===== config.mk =====
export PLATFORM = sky130hd
export DESIGN_NAME = core_insn_queue
export DESIGN_NICKNAME = d
export VERILOG_FILES = /design/src/rtl/core_insn_queue.sv
export SDC_FILE = /design/constraint.sdc
export NUM_CORES = 1
export LEC_CHECK = 0
export CAP_MARGIN = 0
export CORE_ASPECT_RATIO = 0.75
export CORE_MARGIN = 1.5
export CORE_UTILIZATION = 50
export CTS_BUF_LIST = sky130_fd_sc_hd__clkbuf_16
export DETAILED_ROUTE_END_ITERATION = 6
export PLACE_DENSITY = 0.81
export SYNTH_ARGS = -nofsm -noshare
export SYNTH_HDL_FRONTEND = slang
export SYNTH_SLANG_ARGS = --single-unit

===== constraint.sdc =====
create_clock -name clk -period 8.9 [get_ports clk]
set_input_delay 0.89 -clock clk [delete_from_list [all_inputs] [get_ports clk]]
set_output_delay 0.89 -clock clk [all_outputs]
set_load 0.02 [all_outputs]

===== src/rtl/core_insn_queue.sv =====
// core_insn_queue: sequential word prefetch queue presenting the head word as a lo/hi halfword pair,
// with branch redirect (odd halfword targets) and halt-driven flush/rewind.
module core_insn_queue #(
  parameter int PREFETCH_ORDER = 2
) (
  input  logic        clk,
  input  logic        rst_n,
  input  logic        branch,
  input  logic [30:0] target,
  input  logic        halt,
  input  logic        stall,
  output logic        fetch,
  output logic [29:0] addr,
  input  logic        fetched,
  input  logic [31:0] fetch_data,
  output logic        out_valid,
  output logic        lo_valid,
  output logic        hi_valid,
  output logic [15:0] lo_insn,
  output logic [15:0] hi_insn,
  output logic [30:0] lo_insn_pc,
  output logic [30:0] hi_insn_pc,
  output logic        idle
);
  localparam int DEPTH = 1 << PREFETCH_ORDER;
  localparam int PW = PREFETCH_ORDER;

  logic [31:0]   data_q  [DEPTH];
  logic [29:0]   waddr_q [DEPTH];
  logic          fetch_q, fetch_d, outstanding_q, outstanding_d;
  logic          discard_q, discard_d, skip_lo_q, skip_lo_d;
  logic [29:0]   addr_q, addr_d, next_addr_q, next_addr_d;
  logic [PW:0]   count_q, count_d;
  logic [PW-1:0] head_q, head_d, tail_q, tail_d;
  logic          flush, issue, push, pop;

  assign fetch      = fetch_q;
  assign addr       = addr_q;
  assign idle       = !outstanding_q;
  assign out_valid  = count_q != '0;
  assign hi_valid   = out_valid;
  assign lo_valid   = out_valid && !skip_lo_q;
  assign lo_insn    = out_valid ? data_q[head_q][15:0] : '0;
  assign hi_insn    = out_valid ? data_q[head_q][31:16] : '0;
  assign lo_insn_pc = out_valid ? {waddr_q[head_q], 1'b0} : '0;
  assign hi_insn_pc = out_valid ? {waddr_q[head_q], 1'b1} : '0;

  always_comb begin
    flush         = branch || halt;
    issue         = !flush && !outstanding_q && (count_q < (PW+1)'(DEPTH));
    push          = fetched && outstanding_q && !discard_q && !flush;
    pop           = out_valid && !stall && !flush;
    fetch_d       = issue;
    addr_d        = issue ? next_addr_q : addr_q;
    next_addr_d   = issue ? next_addr_q + 30'd1 : next_addr_q;
    outstanding_d = issue || (outstanding_q && !fetched);
    discard_d     = discard_q && !(fetched && outstanding_q);
    skip_lo_d     = pop ? 1'b0 : skip_lo_q;
    count_d       = count_q + (PW+1)'(push) - (PW+1)'(pop);
    head_d        = head_q + PW'(pop);
    tail_d        = tail_q + PW'(push);
    // rewind to the oldest word the decoders have not yet consumed
    if (halt)
      next_addr_d = count_q != '0 ? waddr_q[head_q] : outstanding_q ? addr_q : next_addr_q;
    if (branch) begin
      next_addr_d = target[30:1];
      skip_lo_d   = target[0];
    end
    if (flush) begin
      count_d   = '0;
      head_d    = '0;
      tail_d    = '0;
      discard_d = outstanding_q && !fetched;
    end
  end

  always_ff @(posedge clk) begin
    if (push) begin
      data_q[tail_q]  <= fetch_data;
      waddr_q[tail_q] <= addr_q;
    end
  end

  always_ff @(posedge clk or negedge rst_n) begin
    if (!rst_n) begin
      fetch_q       <= 1'b0;
      addr_q        <= '0;
      next_addr_q   <= '0;
      outstanding_q <= 1'b0;
      discard_q     <= 1'b0;
      skip_lo_q     <= 1'b0;
      count_q       <= '0;
      head_q        <= '0;
      tail_q        <= '0;
    end else begin
      fetch_q       <= fetch_d;
      addr_q        <= addr_d;
      next_addr_q   <= next_addr_d;
      outstanding_q <= outstanding_d;
      discard_q     <= discard_d;
      skip_lo_q     <= skip_lo_d;
      count_q       <= count_d;
      head_q        <= head_d;
      tail_q        <= tail_d;
    end
  end
endmodule


==> impl_metrics.json, run 1 <==
{
  "antenna_found_initial": 0,
  "clk_pin_slew_worst_paths_ps": 60,
  "h-tree-depth": 1,
  "leakage_nw": 5.66,
  "ys.flop_type": "edfxtp_1",
  "row_count": 51,
  "overflow": 0,
  "area_growth_pct": 22.6,
  "wirelength_mm": 32.1,
  "min_delay_path_depth": 1,
  "via_per_inst": 5.99,
  "ys_seq_area_frac": 0.684,
  "powerDensity_nw_per_um2": 208,
  "worstHoldStart": "next_addr_q[28]$_DFFE_PN0P_",
  "slowest_stage": "dfrtp_4",
  "place.gp.congestion": 0.908,
  "first_iter_violations": 809,
  "cp.arrival_ps": 3560,
  "cp-start-kind": "flop",
  "fin_tns_setup_ps": 0,
  "critPathBufInv": 2,
  "drc_errors": 0,
  "grt_max_degree": 72,
  "rsz0062_at_grt": "no",
  "synth_cell_types": 64,
  "numCtsBuffers": 30,
  "dpl.hpwl_mm": 19.6,
  "grt_pass1_wl_mm": 49.4,
  "vias": 8395,
  "drive_gt1_frac": 0.138,
  "finClkSkew_ps": 13.4,
  "worstPathRequired_ps": 8010,
  "worstMarginPinSlew_ps": 1080,
  "cts_tree": "done",
  "rr_worst_depth": 6,
  "cts-root-buf": "clkbuf_16",
  "antenna_cells": 0,
  "wl_per_cell_microns": 22.9,
  "max_freq_mhz": 225,
  "max_cap_viol_count": 0,
  "crit_type": "reg2out",
  "setup_viol": 0,
  "endpoint_kind": "output port",
  "hp-class": "reg2reg",
  "nets": 1107,
  "synthCells": 876,
  "grt_use_total": 0.230,
  "reg2reg_setup_slack_ps": 5770,
  "period_needed_ps": 4450,
  "numPortBuffers": 196,
  "cts_sinks": 319,
  "post_cts_resized": 0,
  "max_stage_delay_ps": 850,
  "hold_buffers": 0,
  "worst_ir_drop_vdd_v": 0.000157,
  "io_pins": 198,
  "critPathMaxFanout": 37,
  "path_cells": "buf_4, mux4_2, and2_1, clkdlybuf4s50_1",
  "status": "completed",
  "synthArstFlopShare": 0.223,
  "period_share": 0.500,
  "synth-seq-cells": 319,
  "initial_utilization": 0.514,
  "finalHoldViolCount": 0,
  "rr_startpoint": "head_q[0]$_DFF_PN0_",
  "cts_setup_buffers": 0,
  "final.setup.worst_slack_ps": 4450,
  "drtAntennaViolNets": 0,
  "dieWidth_microns": 193,
  "cp_top_family": "buffers and inverters",
  "die_area_sq_um": 28000,
  "die_y_microns": 145,
  "stdcell_count": 1401,
  "synth.net_count": 950,
  "grt_pass1_vias": 8534,
  "coreArea_sq_um": 26200,
  "n_fill_cell": 1869,
  "whs_endpoint": "next_addr_q[28]$_DFFE_PN0P_",
  "yosysWarnings": 0,
  "r2r_end": "next_addr_q[13]$_DFFE_PN0P_",
  "maxSlewViolCount": 0,
  "dr.pass1.iters": 5,
  "synth_edf_count": 248,
  "syn_area_per_cell_sq_um": 15.4,
  "final_core_util": 0.630,
  "clk_latency_ps": 540,
  "synthesis.area_sq_um": 13500,
  "slew_headroom": 0.282,
  "dpl_worst_slack_ps": 4590,
  "place_inst": 1345,
  "clk_path_buf_depth": 3
}
==> layout by cell type, fill, tap and decap left out, types with 4 or more instances in the layout <==
cell             Yosys  routed
a2111oi_0            4       4
a211o_1             11      11
a211oi_1            16      16
a21o_1               6       6
a21oi_1             24      24
a311oi_1             8       8
and2_1              64      64
and3_1               5       4
buf_4               36      12
clkbuf_16            0      31
clkdlybuf4s50_1      0     195
clkinv_1             0       5
clkinv_2             0       8
clkinvlp_4           0       5
dfrtp_1             71      69
edfxtp_1           248     248
ha_1                 4       4
inv_1               13      14
mux4_2              60      60
nand2_1            108     108
nand3_1              5       5
nand4_1              4       4
nor2_1              29      26
nor3_1               4       4
o21ai_0             24      24
o221ai_1             6       6
o22a_1               4       4
o22ai_1              7       7
o31ai_1              4       4
o32ai_1              4       4
or3_1                5       5
xnor2_1              4       4
==> sequential cells by signal, indices dropped and copies added, names as in the netlist <==
| signal | cells |
|---|---|
| outstanding_q | 1 |
| data_q | 128 |
| next_addr_q | 30 |
| discard_q | 1 |
| count_q | 3 |
| waddr_q | 120 |
| addr | 30 |
| tail_q | 2 |
| fetch | 1 |
| skip_lo_q | 1 |
| head_q | 2 |
==> cells in the mapped netlist (4+ instances only) <==
library cell / count / share of area
ha_1: 4 / 0.0037
o32ai_1: 4 / 0.0026
a211oi_1: 16 / 0.0089
o221ai_1: 6 / 0.0039
a211o_1: 11 / 0.0071
xnor2_1: 4 / 0.0026
and3_1: 5 / 0.0023
buf_1: 5 / 0.0014
o22ai_1: 7 / 0.0032
and2_1: 64 / 0.030
a2111oi_0: 4 / 0.0026
clkbuf_1: 32 / 0.0089
a311oi_1: 8 / 0.0052
nand3_1: 5 / 0.0019
buf_4: 36 / 0.020
or3_1: 5 / 0.0023
o31ai_1: 4 / 0.0022
mux4_2: 60 / 0.10
a21o_1: 6 / 0.0033
edfxtp_1: 248 / 0.55
o22a_1: 4 / 0.0026
buf_2: 9 / 0.0033
nor3_1: 4 / 0.0015
inv_1: 13 / 0.0036
nand2_1: 108 / 0.030
mux2i_1: 4 / 0.0030
nor2_1: 29 / 0.0081
a21oi_1: 24 / 0.0089
nand4_1: 4 / 0.0019
o21ai_0: 24 / 0.0089
dfrtp_1: 71 / 0.13
==> per-stage QoR <==
stage                     power, mW  area, sq um  hold WS [ps]
after detailed placement       2.21        15500           493
after global routing           3.55        16500           525
final                          3.45        16500           509
after global placement         2.19        15500           462
after CTS                      3.46        16500           504
after floorplan                2.00        13500           447
==> power breakdown <==
part | total, mW | internal, mW | switching (mW) | leakage (nW)
Combinational | 0.353 | 0.158 | 0.194 | 2.09
Sequential | 1.83 | 1.71 | 0.121 | 3.09
Clock | 1.26 | 0.721 | 0.539 | 0.483
==> area by class of cell <==
class | instances | area (sq um) | area share
repair buffers | 208 | 2050 | 0.124
flip-flops and latches | 319 | 9230 | 0.558
inverters | 13 | 48.8 | 0.00295
clock inverters | 25 | 211 | 0.0128
multi-input cells | 461 | 3790 | 0.229
well taps | 344 | 430 | 0.0260
clock buffers | 31 | 776 | 0.0469
==> layer usage <==
metal,track usage,share of wire,routed length [microns],up-vias
li1,-,-,-,3658
met1,0.338,0.42,13500,4215
met2,0.350,0.46,14800,468
met3,0.0462,0.093,2980,54
met4,0.0686,0.026,827,0
met5,0,0,0,-
==> worst max path at each step <==
stage                     depth (start not counted)                       to           startpoint  slack (ps)
after floorplan                                   5   data_q[0][0]$_DFFE_PP_               branch        1760
final                                             4           lo_insn_pc[28]  head_q[0]$_DFF_PN0_        4450
after global routing                              4           lo_insn_pc[28]  head_q[0]$_DFF_PN0_        4250
after CTS                                         4           hi_insn_pc[15]  head_q[0]$_DFF_PN0_        4340
after detailed placement                          6  data_q[2][12]$_DFFE_PP_               branch        4590
after global placement                            6  data_q[2][19]$_DFFE_PP_               branch        4720
==> kinds of logic after synthesis <==
group                    Yosys count  share of synthesized area
adder cells (fa/ha/maj)            5                    0.00520
other                              1                   0.000278
XOR/XNOR                           5                    0.00325
flip-flops                       319                      0.684
buffers and inverters             96                     0.0382
multiplexers                      66                      0.105
AND/OR/NAND/NOR                  244                     0.0908
AO/OA/AOI/OAI                    140                     0.0731
No activity file was read; power rests on OpenSTA's default activity.
==> inputs of run 2 (changes only) <==
--- a/config.mk
+++ b/config.mk
@@ -8,10 +8,10 @@
 export CAP_MARGIN = 0
 export CORE_ASPECT_RATIO = 0.75
 export CORE_MARGIN = 1.5
-export CORE_UTILIZATION = 50
+export CORE_UTILIZATION = 49
 export CTS_BUF_LIST = sky130_fd_sc_hd__clkbuf_16
 export DETAILED_ROUTE_END_ITERATION = 6
-export PLACE_DENSITY = 0.81
+export PLACE_DENSITY = 0.83
 export SYNTH_ARGS = -nofsm -noshare
 export SYNTH_HDL_FRONTEND = slang
 export SYNTH_SLANG_ARGS = --single-unit
==> constraint.sdc (replaced) <==
create_clock -name clk -period 3.85 [get_ports clk]
set_input_delay 0.385 -clock clk [delete_from_list [all_inputs] [get_ports clk]]
set_output_delay 0.385 -clock clk [all_outputs]
set_load 0.02 [all_outputs]
==> run 2 against run 1 <==
  * Combinational power grew 130%
  * First-iteration DRC count up 15%
  * Count of clock-buffer cells in the layout did not move
==> impl_metrics.json, run 2 (synthesis results as in run 1) <==
{
  "max_stage_delay_ps": 800,
  "antenna_found_initial": 0,
  "grt_pass1_wl_mm": 49.7,
  "n_fill_cell": 1959,
  "fin_area_sq_um": 16700,
  "final_core_util": 0.618,
  "die_y_microns": 147,
  "hold_slack_ps": 312,
  "worstPathRequired_ps": 3460,
  "coreArea_sq_um": 27000,
  "numPortBuffers": 196,
  "numCtsBuffers": 30,
  "via_per_inst": 5.93,
  "nets": 1120,
  "io_pins": 198,
  "period_needed_ps": 3480,
  "rsz0062_at_grt": "no",
  "h-tree-depth": 1,
  "r2r_end": "next_addr_q[15]$_DFFE_PN0P_",
  "slew_headroom": 0.295,
  "cts-root-buf": "clkbuf_16",
  "wl_per_cell_microns": 22.9,
  "reg_top3": "data_q: 128 flops, waddr_q: 120 flops",
  "largest-register": "data_q",
  "rr_startpoint": "head_q[0]$_DFF_PN0_",
  "dpl_worst_slack_ps": 764,
  "slowest_stage": "dfrtp_4",
  "finClkSkew_ps": 10.0,
  "dieWidth_microns": 195,
  "dpl.hpwl_mm": 20.8,
  "wirelength_mm": 32.5,
  "place.gp.congestion": 0.890,
  "powerDensity_nw_per_um2": 479,
  "cts_setup_buffers": 0,
  "hp-class": "in2async",
  "path_cells": "buf_4, mux4_2, and2_1, clkdlybuf4s50_1",
  "max_cap_viol_count": 0,
  "status": "completed",
  "rr_worst_depth": 6,
  "largest_reg_flops": 128,
  "cts_tree": "done",
  "max_freq_mhz": 287,
  "setup_viol": 0,
  "dr.pass1.iters": 5,
  "reg2reg_setup_slack_ps": 1050,
  "final_cell_mix": "248 x edfxtp_1, 195 x clkdlybuf4s50_1, 108 x nand2_1",
  "cp_top_family": "buffers and inverters",
  "clk_latency_ps": 550,
  "final.setup.worst_slack_ps": 370,
  "grt_use_total": 0.229,
  "overflow": 0,
  "critPathMaxFanout": 28,
  "cp-start-kind": "flop",
  "row_count": 52,
  "maxSlewViolCount": 0,
  "finalHoldViolCount": 0,
  "critPathBufInv": 2,
  "layout.cells.most_common": "edfxtp_1",
  "grt_pass1_vias": 8479,
  "vias": 8415,
  "leakage_nw": 5.76,
  "antenna_cells": 0,
  "worstMarginPinSlew_ps": 1060,
  "initial_utilization": 0.499,
  "area_growth_pct": 23.7,
  "clk_pin_slew_worst_paths_ps": 70,
  "period_share": 0.904,
  "endpoint_kind": "output port",
  "drtAntennaViolNets": 0,
  "place_area_sq_um": 15700,
  "grt_max_degree": 55,
  "drive_gt1_frac": 0.141,
  "first_iter_violations": 933,
  "crit_type": "reg2out",
  "cp.arrival_ps": 3090,
  "drc_errors": 0,
  "worst_ir_drop_vdd_v": 0.000394,
  "power.total_mw": 8.00,
  "cts_sinks": 319,
  "clk_path_buf_depth": 3,
  "die_area_sq_um": 28500
}
==> run 2: timing repair <==
item / 4_1_cts / 5_1_grt
endpoints found under the setup margin: 0 / 0
endpoints found under the hold margin: 16 / 0
hold buffers: 1 / 0
gates resized for setup: 0 / 0
==> run 2: final cells by class <==
| type | count | area [sq um] | area share |
|---|---|---|---|
| flip-flops and latches | 319 | 9230 | 0.553 |
| multi-input cells | 461 | 3790 | 0.227 |
| repair buffers | 221 | 2180 | 0.131 |
| clock buffers | 31 | 776 | 0.0465 |
| well taps | 351 | 439 | 0.0263 |
| clock inverters | 24 | 206 | 0.0124 |
| inverters | 13 | 48.8 | 0.00293 |
==> run 2: worst reg2reg max path: cells and delay by family, from the launching register on <==
kind | cells | cell delay, ps
mux | 1 | 570
buf+inv | 1 | 310
simple gates | 1 | 240
compound gates | 3 | 740
flops | 1 | 800
==> run 2: per-stage QoR <==
stage | setup TNS (ps) | instances
global placement | 0 | 1364
finish | 0 | 1420
floorplan | -35050 | 876
global route | 0 | 1420
detailed placement | 0 | 1364
CTS | 0 | 1420
==> run 2: how the worst max path moves through the flow <==
stage	startpoint	end	slack, ps	cells after the start
4_1_cts	head_q[0]$_DFF_PN0_	lo_insn_pc[6]	280	4
6_report	head_q[0]$_DFF_PN0_	lo_insn_pc[6]	370	4
5_1_grt	head_q[0]$_DFF_PN0_	lo_insn_pc[6]	200	4
3_3_place_gp	halt	count_q[2]$_DFF_PN0_	800	10
2_1_floorplan	branch	data_q[0][0]$_DFFE_PP_	-570	5
3_5_place_dp	halt	count_q[2]$_DFF_PN0_	760	10
==> run 2: per-layer routing <==
| metal | up-vias | track usage | part of all wire |
|---|---|---|---|
| met4 | 0 | 0.0734 | 0.028 |
| met2 | 412 | 0.355 | 0.46 |
| met1 | 4265 | 0.331 | 0.43 |
| li1 | 3676 | - | - |
| met5 | - | 0 | 0 |
| met3 | 62 | 0.0423 | 0.078 |
==> run 2: power breakdown <==
part / switching, mW / internal (mW)
combinational: 0.454 / 0.371
sequential: 0.269 / 3.96
clock: 1.23 / 1.71
==> inputs of run 3 (changes only) <==
==> constraint.sdc (replaced) <==
create_clock -name clk -period 3.2 [get_ports clk]
set_input_delay 0.32 -clock clk [delete_from_list [all_inputs] [get_ports clk]]
set_output_delay 0.32 -clock clk [all_outputs]
set_load 0.02 [all_outputs]
==> run 3 against run 2 <==
  * Sequential share of layout area decreased by 0.59 points
  * Critical path depth unchanged
  * Critical endpoint is now hi_insn_pc[27]
  * Register-to-register slack got worse by 410 ps
==> impl_metrics.json, run 3 (synthesis results as in run 1) <==
{
  "die_area_sq_um": 28500,
  "power.total_mw": 9.63,
  "status": "completed",
  "initial_utilization": 0.499,
  "wl_per_cell_microns": 23.3,
  "grt_max_degree": 42,
  "nets": 1129,
  "period_needed_ps": 3100,
  "drc_errors": 0,
  "reg_top3": "data_q: 128 flops, waddr_q: 120 flops",
  "cts_sinks": 319,
  "fin_area_sq_um": 16900,
  "dieWidth_microns": 195,
  "io_pins": 198,
  "cp_top_family": "buffers and inverters",
  "finClkSkew_ps": 12.2,
  "path_depth": 4,
  "leakage_nw": 5.83,
  "worstMarginPinSlew_ps": 1030,
  "cp-start-kind": "flop",
  "largest_reg_flops": 128,
  "layout.cells.most_common": "edfxtp_1",
  "wirelength_mm": 33.3,
  "endpoint_kind": "output port",
  "rr_worst_depth": 10,
  "multi_input_area_sq_um": 3800,
  "die_y_microns": 147,
  "slowest_stage": "dfrtp_4",
  "worstPathRequired_ps": 2880,
  "reg2reg_setup_slack_ps": 640,
  "setup_viol": 0,
  "path_cells": "mux2_2, o211ai_1, inv_1, clkdlybuf4s50_1",
  "critPathBufInv": 2,
  "numCtsBuffers": 31,
  "grt_pass1_vias": 8288,
  "h-tree-depth": 1,
  "antenna_cells": 0,
  "seqCellArea_sq_um": 9230,
  "dpl.hpwl_mm": 21.0,
  "clk_latency_ps": 550,
  "cts-root-buf": "clkbuf_16",
  "critPathLaunch": "head_q[0]$_DFF_PN0_",
  "first_iter_violations": 983,
  "clk_pin_slew_worst_paths_ps": 60,
  "worst_ir_drop_vdd_v": 0.000498,
  "wl_met3_mm": 3.35,
  "dr_wl_met2_mm": 15.0,
  "routed.top_layer": "met4",
  "hp-class": "in2reg",
  "area_growth_pct": 25.1,
  "met1_length_mm": 14.0,
  "grt_pass1_wl_mm": 50.6,
  "period_share": 0.970,
  "fin_tns_setup_ps": 0,
  "finalHoldViolCount": 0,
  "row_count": 52,
  "slew_headroom": 0.310,
  "critPathMaxFanout": 11,
  "cp.arrival_ps": 2780,
  "endpoint": "hi_insn_pc[27]",
  "place_area_sq_um": 15800,
  "dr.pass1.iters": 5,
  "coreArea_sq_um": 27000,
  "r2r_end": "count_q[2]$_DFF_PN0_",
  "crit_type": "reg2out",
  "grt_use_total": 0.235,
  "maxSlewViolCount": 0,
  "rr_startpoint": "count_q[1]$_DFF_PN0_",
  "drtAntennaViolNets": 0,
  "vias": 8523,
  "place.gp.congestion": 0.908,
  "antenna_found_initial": 0,
  "cts_tree": "done",
  "final_core_util": 0.624,
  "drive_gt1_frac": 0.156,
  "overflow": 0,
  "final_cell_mix": "248 x edfxtp_1, 194 x clkdlybuf4s50_1, 108 x nand2_1",
  "max_cap_viol_count": 0,
  "rsz0062_at_grt": "no",
  "n_fill_cell": 1936,
  "via_per_inst": 5.96,
  "powerDensity_nw_per_um2": 571,
  "numPortBuffers": 196,
  "max_stage_delay_ps": 650,
  "clk_path_buf_depth": 3,
  "max_freq_mhz": 322,
  "largest-register": "data_q"
}
==> run 3: changes by cell type in the layout (fill, tap and decap cells not counted), sizes merged <==
cell / delta
clkdlybuf4s50: -1
bufinv: -1
inv: +2
clkinv: -2
dlymetal6s2s: +1
buf: +8
clkinvlp: +3
==> run 3: metal layers <==
metal | GRT usage | vias to the layer above
li1 | - | 3699
met1 | 0.340 | 4257
met2 | 0.358 | 491
met3 | 0.0536 | 76
met4 | 0.0684 | 0
met5 | 0 | -
==> run 3: power breakdown <==
| group | internal (mW) | switching [mW] | total (mW) |
|---|---|---|---|
| logic | 0.451 | 0.549 | 1.00 |
| clock network | 2.01 | 1.54 | 3.55 |
| registers | 4.77 | 0.313 | 5.08 |
==> run 3: cell type report <==
type / instances / share of cell area
sequential: 319 / 0.548
multi-input combinational: 461 / 0.226
timing repair buffer: 229 / 0.139
clock buffer: 31 / 0.0460
tap: 351 / 0.0261
clock inverter: 26 / 0.0127
inverter: 13 / 0.00304
==> run 3: timing repair <==
item,CTS,global route
hold buffers,1,0
setup buffers,2,1
endpoints found under the hold margin,33,0
pin swaps,0,0
endpoints found under the setup margin,58,8
gates resized for setup,1,1
==> run 3: worst min-delay path by stage <==
stage                                 from                           to  cells past startpoint
3_3_place_gp   next_addr_q[28]$_DFFE_PN0P_  next_addr_q[28]$_DFFE_PN0P_                      1
2_1_floorplan                        rst_n          addr[0]$_DFFE_PN0P_                      0
6_report                           fetched      outstanding_q$_DFF_PN0_                      2
4_1_cts                            fetched      outstanding_q$_DFF_PN0_                      2
3_5_place_dp                         rst_n              fetch$_DFF_PN0_                      1
5_1_grt                     fetch_data[23]      data_q[2][23]$_DFFE_PP_                      1
==> run 3: through the flow <==
stage	std cells	hold slack [ps]	setup slack, ps
6_report	1430	396	96.5
5_1_grt	1430	391	6.62
3_5_place_dp	1369	478	393
3_3_place_gp	1369	461	411
4_1_cts	1429	375	34.6
2_1_floorplan	876	24.4	4.53
